<file path="config.mk">
export PLATFORM = sky130hd
export DESIGN_NAME = fetch_stage_flat
export DESIGN_NICKNAME = d
export VERILOG_FILES = /design/src/rtl/fetch_stage_if.sv /design/src/rtl/fetch_stage.sv /design/src/flat_wrapper.sv
export SDC_FILE = /design/constraint.sdc
export NUM_CORES = 1
export LEC_CHECK = 0
export ABC_CLOCK_PERIOD_IN_PS = 4300
export CAP_MARGIN = 20
export CORE_MARGIN = 2
export CORE_UTILIZATION = 51
export CTS_CLUSTER_SIZE = 28
export DETAILED_ROUTE_END_ITERATION = 16
export PLACE_DENSITY_LB_ADDON = 0.15
export RECOVER_POWER = 50
export SLEW_MARGIN = 20
export SYNTH_ARGS = -nofsm -noshare
export SYNTH_HDL_FRONTEND = slang
export SYNTH_SLANG_ARGS = --single-unit
</file>
<file path="constraint.sdc">
create_clock -name clk -period 4.3 [get_ports clk]
set_input_delay 0.86 -clock clk [delete_from_list [all_inputs] [get_ports clk]]
set_output_delay 0.86 -clock clk [all_outputs]
set_load 0.02 [all_outputs]
</file>
<file path="src/rtl/fetch_stage_if.sv">
// Instruction-memory bus between the fetch stage and the instruction ROM.
//   imem_addr  : word address, driven by the fetch stage
//   imem_rdata : instruction word, combinational read of imem_addr
// Modports: master = fetch stage, slave = ROM.
interface fetch_stage_if #(
    parameter int IMEM_AW = 8
) ();
    logic [IMEM_AW-1:0] imem_addr;
    logic [31:0]        imem_rdata;

    modport master (output imem_addr, input  imem_rdata);
    modport slave  (input  imem_addr, output imem_rdata);
endinterface

</file>
<file path="src/rtl/fetch_stage.sv">
// Instruction-fetch stage plus IF/ID pipeline register for the MIPS datapath.
// Holds the PC, drives the instruction ROM address, latches the fetched word
// into IF/ID and exposes its opcode to control. Branches and jumps resolve in
// ID; a taken redirect replaces the wrong-path fetch with a single bubble.
//
// Ports:
//   clk, rst        rising-edge clock, asynchronous active-high reset
//   stall           freezes PC and IF/ID (a pending redirect is re-evaluated later)
//   beq, bne, jump  control decode of the instruction in ID
//   zero            ID comparator result (rs == rt)
//   imem            instruction-memory bus (master side)
//   pc              current fetch PC
//   if_id_instr     IF/ID instruction, if_id_pc4 its PC+4, if_id_valid slot is real
//   opcode          if_id_instr[31:26]
//   fetch_count,    (FETCH_STATS_EN only) counts of fetch edges and flush edges,
//   flush_count     both wrapping and holding while stalled
//
// Build option: define FETCH_STATS_EN to add the two statistics counters.
module fetch_stage #(
    parameter logic [31:0] RESET_PC = 32'h0000_0000,
    parameter int          IMEM_AW  = 8
) (
    input  logic          clk,
    input  logic          rst,
    input  logic          stall,
    input  logic          beq,
    input  logic          bne,
    input  logic          jump,
    input  logic          zero,
    fetch_stage_if.master imem,
    output logic [31:0]   pc,
    output logic [31:0]   if_id_instr,
    output logic [31:0]   if_id_pc4,
    output logic          if_id_valid,
    output logic [5:0]    opcode
`ifdef FETCH_STATS_EN
    ,
    output logic [31:0]   fetch_count,
    output logic [31:0]   flush_count
`endif
);

    // IDLE: IF/ID holds a bubble (after reset or a flush). RUN: IF/ID is real.
    typedef enum logic {IDLE, RUN} state_t;

    state_t      state, state_nxt;
    logic        do_fetch, do_flush;
    logic        taken;
    logic [31:0] pc_plus4;
    logic [31:0] br_target, j_target, target;

    assign if_id_valid    = (state == RUN);
    assign opcode         = if_id_instr[31:26];
    assign imem.imem_addr = pc[IMEM_AW+1:2];   // ROM aliases on the upper PC bits

    assign pc_plus4  = pc + 32'd4;
    assign br_target = if_id_pc4 + {{14{if_id_instr[15]}}, if_id_instr[15:0], 2'b00};
    assign j_target  = {if_id_pc4[31:28], if_id_instr[25:0], 2'b00};
    assign target    = jump ? j_target : br_target;

    // A bubble in ID never redirects, whatever control happens to say.
    assign taken = if_id_valid & ((beq & zero) | (bne & ~zero) | jump);

    always_ff @(posedge clk or posedge rst) begin
        if (rst) state <= IDLE;
        else     state <= state_nxt;
    end

    // Stall outranks the redirect: the branch stays in ID and is re-evaluated.
    always_comb begin
        state_nxt = state;
        do_fetch  = 1'b0;
        do_flush  = 1'b0;
        if (!stall) begin
            if (taken) begin
                do_flush  = 1'b1;
                state_nxt = IDLE;
            end else begin
                do_fetch  = 1'b1;
                state_nxt = RUN;
            end
        end
    end

    always_ff @(posedge clk or posedge rst) begin
        if (rst) begin
            pc          <= RESET_PC;
            if_id_instr <= 32'h0;
            if_id_pc4   <= 32'h0;
        end else if (do_flush) begin
            pc          <= target;
            if_id_instr <= 32'h0;   // sll $0 NOP, opcode reads 0
            if_id_pc4   <= 32'h0;
        end else if (do_fetch) begin
            pc          <= pc_plus4;
            if_id_instr <= imem.imem_rdata;
            if_id_pc4   <= pc_plus4;
        end
    end

`ifdef FETCH_STATS_EN
    always_ff @(posedge clk or posedge rst) begin
        if (rst) begin
            fetch_count <= 32'h0;
            flush_count <= 32'h0;
        end else begin
            if (do_fetch) fetch_count <= fetch_count + 32'd1;
            if (do_flush) flush_count <= flush_count + 32'd1;
        end
    end
`endif

endmodule

</file>
<file path="src/flat_wrapper.sv">
// flat-port wrapper written by rule: the top's interface ports become plain ports
module fetch_stage_flat 
#(
    parameter logic [31:0] RESET_PC = 32'h0000_0000,
    parameter int          IMEM_AW  = 8
)
  (clk, rst, stall, beq, bne, jump, zero, pc, if_id_instr, if_id_pc4, if_id_valid, opcode, imem_imem_addr, imem_imem_rdata);
  fetch_stage_if #(.IMEM_AW(IMEM_AW)) imem_i ();
  input  logic clk;
  input  logic rst;
  input  logic stall;
  input  logic beq;
  input  logic bne;
  input  logic jump;
  input  logic zero;
  output logic [31:0] pc;
  output logic [31:0] if_id_instr;
  output logic [31:0] if_id_pc4;
  output logic if_id_valid;
  output logic [5:0] opcode;
  output wire logic [$bits(imem_i.imem_addr)-1:0] imem_imem_addr;
  input wire logic [$bits(imem_i.imem_rdata)-1:0] imem_imem_rdata;
  assign imem_imem_addr = imem_i.imem_addr;
  assign imem_i.imem_rdata = imem_imem_rdata;
  fetch_stage #(.RESET_PC(RESET_PC), .IMEM_AW(IMEM_AW)) u_core (.clk(clk), .rst(rst), .stall(stall), .beq(beq), .bne(bne), .jump(jump), .zero(zero), .imem(imem_i), .pc(pc), .if_id_instr(if_id_instr), .if_id_pc4(if_id_pc4), .if_id_valid(if_id_valid), .opcode(opcode));
endmodule
</file>
==> key figures, run 1 <==
Outcome
  – Run status: finished with violations
  – Violated checks: max-capacitance violations, max-slew violations

Floorplan
  – Core area: approximately 0.013 mm2
  – Die height: 117 um
  – Rows: 41
  – IO Count: 150
  – Die Area: 0.0137 mm2
  – Initial cell density of the core: 0.520
  – Chip Width: approximately 120 um

Yosys
  – #FFs+latches synth: between 90 and 100
  – Distinct cells, synth: between 60 and 70
  – Post-synth top area share: 0.373
  – Main synth FF type: dfrtp_1
  – Avg Synthesized Cell Area: about 8.4 um2
  – Synth top area cells: dfrtp_1, nand2_1, o21ai_0, ha_1, xnor2_1
  – Syn_nets: approximately 840
  – Ys Warns: 0
  – Post-synthesis cell count: around 770
  – Asr flop ratio synth: 1.00
  – EDFF count, synth: 0
  – Synth area leader: dfrtp_1
  – Post-synthesis sequential area ratio: 0.373
  – Synthesized area: ~0.0065 mm2

Setup path
  – CP Max Fanout: between 60 and 70
  – Reg-to-reg setup timing slack: 1.02 ns
  – CP max-delay cell: inv_1
  – Reg2reg path depth: 11
  – Critical Path RT: ~4.8 ns
  – Reg2reg end: u_core.pc[30]
  – Worst R2R Start: u_core.if_id_instr[0]
  – CP cell instances: dlygate4sd3_1 > inv_1 > clkbuf_2
  – CP Capture Type: async pin
  – Delay-heaviest family, CP: buffers and inverters
  – CP Data Arrival Time: a little under 4 ns
  – WP buf/inv: 3
  – Critical Path Max Stage Delay: 1.74 ns
  – CP Class: in -> async
  – CP Launch Type: input port

Routing
  – Vias per cell: around 5.8
  – Drt total wl: around 18 mm
  – Via count: roughly 6,100
  – WL per Instance: 17.4 um
  – Remaining antenna violation count after routing: 0
  – TritonRoute pass-1 iters: 5
  – DRC: 0
  – Detailed Route Iter0 Violations: 560

Power and ir drop
  – Pwr Density: between 600 and 700 mW/mm2
  – VDD IR-drop max: ~0.30 mV
  – Switching Share: 0.434
  – Int Power: approximately 0.0028 W
  – Lkg Pwr: 3.61 nW
  – Reg power frac: 0.325
  – Combinational share of power: 0.502
  – Share of power burned in the clock network: 0.174
  – Switching power: roughly 0.0022 W

Hold path
  – Hold endpoint: u_core.if_id_instr[29]
  – HP Class: reg -> reg
  – Worst hold stages: 2
  – Hold Path Origin: u_core.if_id_instr[29]

Timing
  – Finish-stage setup viols: 0
  – RSZ-0062 raised after global routing: false
  – Clock skew: between 0.008 and 0.009 ns
  – Max-Slew Margin vs Limit: -0.656
  – Fmax: between 200 and 300 MHz
  – Crit share post-route: 0.788
  – Hold Slack: ~0.51 ns
  – Final setup TNS: 0 ns
  – Final Max Tran Viols: between 60 and 70
  – Final Hold Viols: 0
  – Worst slew pin tran: between 2 and 2.5 ns
  – Post-layout min period: ~3.4 ns

Layout
  – Layout cells sized above 1: 0.0439
  – Area delta synth->final: 26.9%
  – Final non-filler cell total: approximately 1,100
  – Layout Nets: between 900 and 1,000
  – Antenna cells: 0
  – Fillers: between 1,000 and 1,500

Placement
  – Global placement routability congestion: between 0.9 and 1
  – Post-placement cell count: 1,044
  – Dpl hpwl: ~13 mm
  – IO Port Bufs: around 150

CTS
  – CTS buffer count: 9
  – Post-CTS Resized: 0
  – H-tree depth: 3
  – Clk root buf: clkbuf_16
  – Clk Latency, worst-skew pair: between 0.3 and 0.4 ns
  – Post-CTS setup buffer count: 0
  – Largest buffer count on any clock path: 2
  – CTS tree: built
  – Hold bufs inserted after CTS: 0
  – CTS sink count: between 90 and 100
  – Clk slew on worst S/H paths: around 0.06 ns

GRT
  – Vias in the first global route: 5,759
  – Grt total ovfl: 0
  – First-pass GRT wire length: approximately 30 mm
  – Initial antenna violation count: 0
  – Largest net degree at the start of global routing: 112
  – Total GRT Usage: 0.278

Run
  – Max_cap viols: 1
-- synthesized netlist by cell type, types with 3 or more instances --
| library cell | n |
|---|---|
| nand4_1 | 9 |
| a22oi_1 | 6 |
| nand2_1 | 150 |
| dfrtp_1 | 97 |
| a211oi_1 | 7 |
| nor2_1 | 45 |
| o21bai_1 | 7 |
| o22ai_1 | 7 |
| o221ai_1 | 10 |
| ha_1 | 30 |
| nor4_1 | 3 |
| and3_1 | 7 |
| xnor2_1 | 31 |
| a21o_1 | 13 |
| buf_4 | 14 |
| mux2_2 | 5 |
| o22a_1 | 3 |
| o31ai_1 | 11 |
| nand3_1 | 17 |
| a31oi_1 | 4 |
| xor2_1 | 22 |
| and4_1 | 5 |
| o211ai_1 | 6 |
| inv_1 | 14 |
| o21ai_0 | 89 |
| nor3_1 | 12 |
| nand2b_1 | 6 |
| and2_1 | 5 |
| clkbuf_1 | 35 |
| mux2i_1 | 5 |
| o21a_1 | 4 |
| a21oi_1 | 54 |
| clkbuf_8 | 4 |
-- stage by stage --
| step | util | total power, W | worst slack [ns] | area [um2] |
|---|---|---|---|---|
| final | 0.659 | 0.00498 | 0.912 | 8250 |
| after global routing | 0.659 | 0.00529 | 0.435 | 8250 |
| after CTS | 0.660 | 0.00502 | 1.06 | 8260 |
| after detailed placement | 0.635 | 0.00414 | 1.08 | 7950 |
| after global placement | 0.635 | 0.00408 | 1.12 | 7950 |
| after floorplan | - | 0.00318 | 0.906 | 6500 |
-- flip-flops by register name, summed over array words and instances, names as in the netlist --
name and cells:
u_core.if_id_instr 32, u_core.if_id_pc4 32, u_core.if_id_valid 1, u_core.pc 32
-- logic make-up after synthesis --
| logic type | count (synthesis) | synth area share |
|---|---|---|
| buf+inv | 73 | 0.0614 |
| mux | 10 | 0.0163 |
| fa+ha+maj | 31 | 0.0608 |
| simple gates | 269 | 0.185 |
| flops | 97 | 0.373 |
| compound gates | 241 | 0.232 |
| xor+xnor | 53 | 0.0714 |
-- layer usage --
| layer | share of wire | global-route usage |
|---|---|---|
| met1 | 0.46 | 0.392 |
| met2 | 0.45 | 0.436 |
| met3 | 0.073 | 0.0510 |
| met4 | 0.017 | 0.0886 |
| met5 | 0 | 0 |
-- cell type report --
type / count / area (um2) / area share
clock inverter: 5 / 80.1 / 0.00970
tap: 172 / 215 / 0.0261
inverter: 14 / 52.6 / 0.00637
clock buffer: 11 / 233 / 0.0282
timing repair buffer: 157 / 1560 / 0.189
sequential: 97 / 2430 / 0.294
multi-input combinational: 604 / 3690 / 0.447
-- power groups by stage --
stage / Sequential (W) / Clock, W / Combinational (W)
CTS: 0.00161 / 0.000874 / 0.00254
finish: 0.00162 / 0.000864 / 0.00250
detailed placement: 0.00162 / 0 / 0.00252
floorplan: 0.00184 / 0 / 0.00134
global placement: 0.00161 / 0 / 0.00247
global route: 0.00166 / 0.000910 / 0.00272
-- worst max-delay path by stage --
stage / startpoint / to / slack [ns] / cells after the start
floorplan: rst / u_core.if_id_instr[0] / 0.91 / 1
global placement: zero / u_core.pc[10] / 1.12 / 8
detailed placement: zero / u_core.pc[10] / 1.08 / 8
CTS: u_core.if_id_instr[0] / u_core.pc[30] / 1.06 / 11
global route: rst / u_core.if_id_pc4[12] / 0.44 / 3
finish: rst / u_core.if_id_pc4[12] / 0.91 / 3
-- worst register-to-register path: stages (launching register included) --
cell and delay, ns:
dfrtp_1 0.42, ha_1 0.26, fa_1 0.42, a21o_1 0.20, a21oi_1 0.26, o21ai_0 0.21, nand4b_1 0.16, nand2_1 0.14
a211oi_1 0.57, o31ai_1 0.18, xnor2_1 0.22, o211ai_1 0.10
-- placed cells by master (no fill, tap or decap), types with 9 or more instances in the layout --
cell type,count
dlygate4sd3_1,54
o221ai_1,10
o21ai_0,88
xnor2_1,31
o31ai_1,11
clkbuf_16,9
xor2_1,22
ha_1,30
a21oi_1,54
nand2_1,150
clkdlybuf4s50_1,94
nand3_1,17
nor3_1,12
nor2_1,45
a21o_1,13
dfrtp_1,97
inv_1,14
nand4_1,9
Power figures use the tool's default switching activity.
==> run 2, diff against run 1 <==
--- a/config.mk
+++ b/config.mk
@@ -5,7 +5,7 @@
 export SDC_FILE = /design/constraint.sdc
 export NUM_CORES = 1
 export LEC_CHECK = 0
-export ABC_CLOCK_PERIOD_IN_PS = 4300
+export ABC_CLOCK_PERIOD_IN_PS = 3400
 export CAP_MARGIN = 20
 export CORE_MARGIN = 2
 export CORE_UTILIZATION = 51
==> constraint.sdc (replaced) <==
create_clock -name clk -period 3.4 [get_ports clk]
set_input_delay 0.68 -clock clk [delete_from_list [all_inputs] [get_ports clk]]
set_output_delay 0.68 -clock clk [all_outputs]
set_load 0.02 [all_outputs]
==> run 2 against run 1 <==
  * The flow still finishes with violations (max-capacitance violations, max-slew violations)
  * Clock skew about the same
  * Worst setup slack got worse by 0.72 ns
  * Global-route usage hardly changed
  * Power increased by 28%
  * Via count is 1.2% higher
  * Critical endpoint is now u_core.pc[21]
  * Highest routed layer unchanged
  * Sequential share of layout area down 0.20 points
  * Core utilization grew 0.46 points
  * Critical path type is now in -> reg
  * First-iteration DRC count rose by 11%
==> key figures, run 2 (synthesized netlist as in run 1, its figures left out) <==
GRT
  – Grt total ovfl: 0
  – Vias in the first global route: slightly below 6,000
  – Largest net degree at the start of global routing: 123
  – First-pass GRT wire length: slightly below 30 mm
  – Initial antenna violation count: 0
  – Total GRT Usage: 0.278

Setup path
  – CP Data Arrival Time: 3.48 ns
  – Reg2reg path depth: 11
  – Critical Path RT: roughly 3.7 ns
  – CP Launch Type: input port
  – Reg-to-reg setup timing slack: ~0.3 ns
  – Worst R2R Start: u_core.if_id_instr[0]
  – CP Class: in -> reg
  – CP cell instances: dlygate4sd3_1 > mux2_1 > o21a_1 > clkbuf_2 > nor2_1 > nand2_1 > o211ai_1
  – CP Capture Type: flop
  – CP max-delay cell: nor2_1
  – Reg2reg end: u_core.pc[28]
  – CP Max Fanout: 49
  – Critical Path Max Stage Delay: between 0.7 and 0.8 ns

Timing
  – Fmax: between 300 and 400 MHz
  – Final Hold Viols: 0
  – Finish-stage setup viols: 0
  – Crit share post-route: 0.944
  – Final setup TNS: 0 ns
  – Max-Slew Margin vs Limit: -0.211
  – Clock skew: about 0.0089 ns
  – Final Max Tran Viols: 41
  – RSZ-0062 raised after global routing: false
  – Worst slew pin tran: ~1.8 ns
  – Post-layout min period: approximately 3.2 ns

Power and ir drop
  – Share of power burned in the clock network: 0.175
  – Combinational share of power: 0.504
  – VDD IR-drop max: 0.339 mV
  – Int Power: 0.00362 W
  – Reg power frac: 0.321
  – Switching Share: 0.432
  – Pwr Density: 766 mW/mm2
  – Switching power: about 0.0028 W
  – Lkg Pwr: 3.58 nW

CTS
  – Clk root buf: clkbuf_16
  – CTS tree: built
  – Post-CTS Resized: 0
  – CTS sink count: 97
  – Clk slew on worst S/H paths: about 0.070 ns
  – H-tree depth: 3
  – Clk Latency, worst-skew pair: about 0.35 ns
  – CTS buffer count: 9
  – Largest buffer count on any clock path: 2
  – Post-CTS setup buffer count: 0
  – Hold bufs inserted after CTS: 0

Layout
  – Layout Nets: 960
  – Most common cell after layout, fill and taps aside: nand2_1
  – Final instance area: slightly above 0.008 mm2
  – Antenna cells: 0
  – Largest regs: u_core.if_id_instr x32, u_core.if_id_pc4 x32, u_core.pc x32
  – Most frequent cells in the layout: nand2_1, clkdlybuf4s50_1, dfrtp_1, o21ai_0, a21oi_1
  – Layout cells sized above 1: 0.0514
  – Area delta synth->final: 27.8%

Routing
  – WL per Instance: about 18 um
  – Top Layer Used: met4
  – Vias per cell: 5.81
  – M1 WL: 8.66 mm
  – Via count: 6,197
  – TritonRoute pass-1 iters: 5
  – DRC: 0
  – Drt total wl: roughly 19 mm
  – Met3 wire length: 1.42 mm
  – Routed wl met2: 8.34 mm
  – Detailed Route Iter0 Violations: 619
  – Remaining antenna violation count after routing: 0

Floorplan
  – Rows: 41
  – Core area: ~0.013 mm2
  – IO Count: 150
  – Initial cell density of the core: 0.520
  – Chip Width: roughly 120 um
  – Die height: 117 um
  – Die Area: between 0.01 and 0.015 mm2

Placement
  – IO Port Bufs: between 100 and 150
  – Dpl hpwl: about 14 mm
  – Post-place instance area: between 0.008 and 0.009 mm2
  – Global placement routability congestion: roughly 0.95

Hold path
  – HP Class: reg -> reg
  – Worst hold stages: 2
  – Hold Path Origin: u_core.if_id_instr[29]
  – Hold endpoint: u_core.if_id_instr[29]

Run
  – Max_cap viols: 1

Outcome
  – Run status: finished with violations
  – Violated checks: max-capacitance violations, max-slew violations
-- run 2: power groups by stage --
stage	clock network, W	logic (W)	registers [W]
after floorplan	0	0.00170	0.00232
after global placement	0	0.00317	0.00203
after detailed placement	0	0.00323	0.00205
after CTS	0.00113	0.00325	0.00204
after global routing	0.00116	0.00349	0.00210
final	0.00111	0.00321	0.00205
-- run 2: worst max-delay path by stage --
stage                                startpoint                     to  slack, ns  cells past startpoint
after detailed placement  u_core.if_id_instr[0]          u_core.pc[28]       0.38                     11
after global routing                       zero          u_core.pc[21]       0.08                      7
after global placement    u_core.if_id_instr[0]          u_core.pc[28]       0.44                     11
after CTS                 u_core.if_id_instr[0]          u_core.pc[28]       0.34                     11
after floorplan                             rst  u_core.if_id_instr[0]       0.19                      1
final                                      zero          u_core.pc[21]       0.19                      7
-- run 2: area by class of cell --
| type | instances | area [um2] |
|---|---|---|
| clock buffer | 11 | 243 |
| timing repair buffer | 164 | 1610 |
| inverter | 14 | 53.8 |
| multi-input combinational | 604 | 3690 |
| tap | 172 | 215 |
| fill | 1096 | 4210 |
| sequential | 97 | 2430 |
| clock inverter | 5 | 78.8 |
-- run 2: metrics by stage --
stage	setup slack [ns]	util	hold slack [ns]	cells	power (W)
final	0.192	0.664	0.509	1067	0.00637
after global routing	0.0766	0.664	0.532	1067	0.00675
after CTS	0.338	0.668	0.523	1067	0.00642
after detailed placement	0.383	0.642	0.502	1051	0.00528
after global placement	0.438	0.642	0.488	1051	0.00519
after floorplan	0.186	-	0.604	774	0.00402
-- run 2: per-layer routing --
metal | vias to the layer above | track usage
met2 | 244 | 0.416
met5 | - | 0
met3 | 33 | 0.0608
met4 | 0 | 0.103
met1 | 2950 | 0.398
li1 | 2970 | -
-- run 2: worst max-delay path, delay by kind of cell --
family                 cells  cell delay, ns
AOI/OAI and AO/OA          2            0.32
buffers and inverters      2            1.15
muxes                      1            0.39
and+or+nand+nor            2            0.93
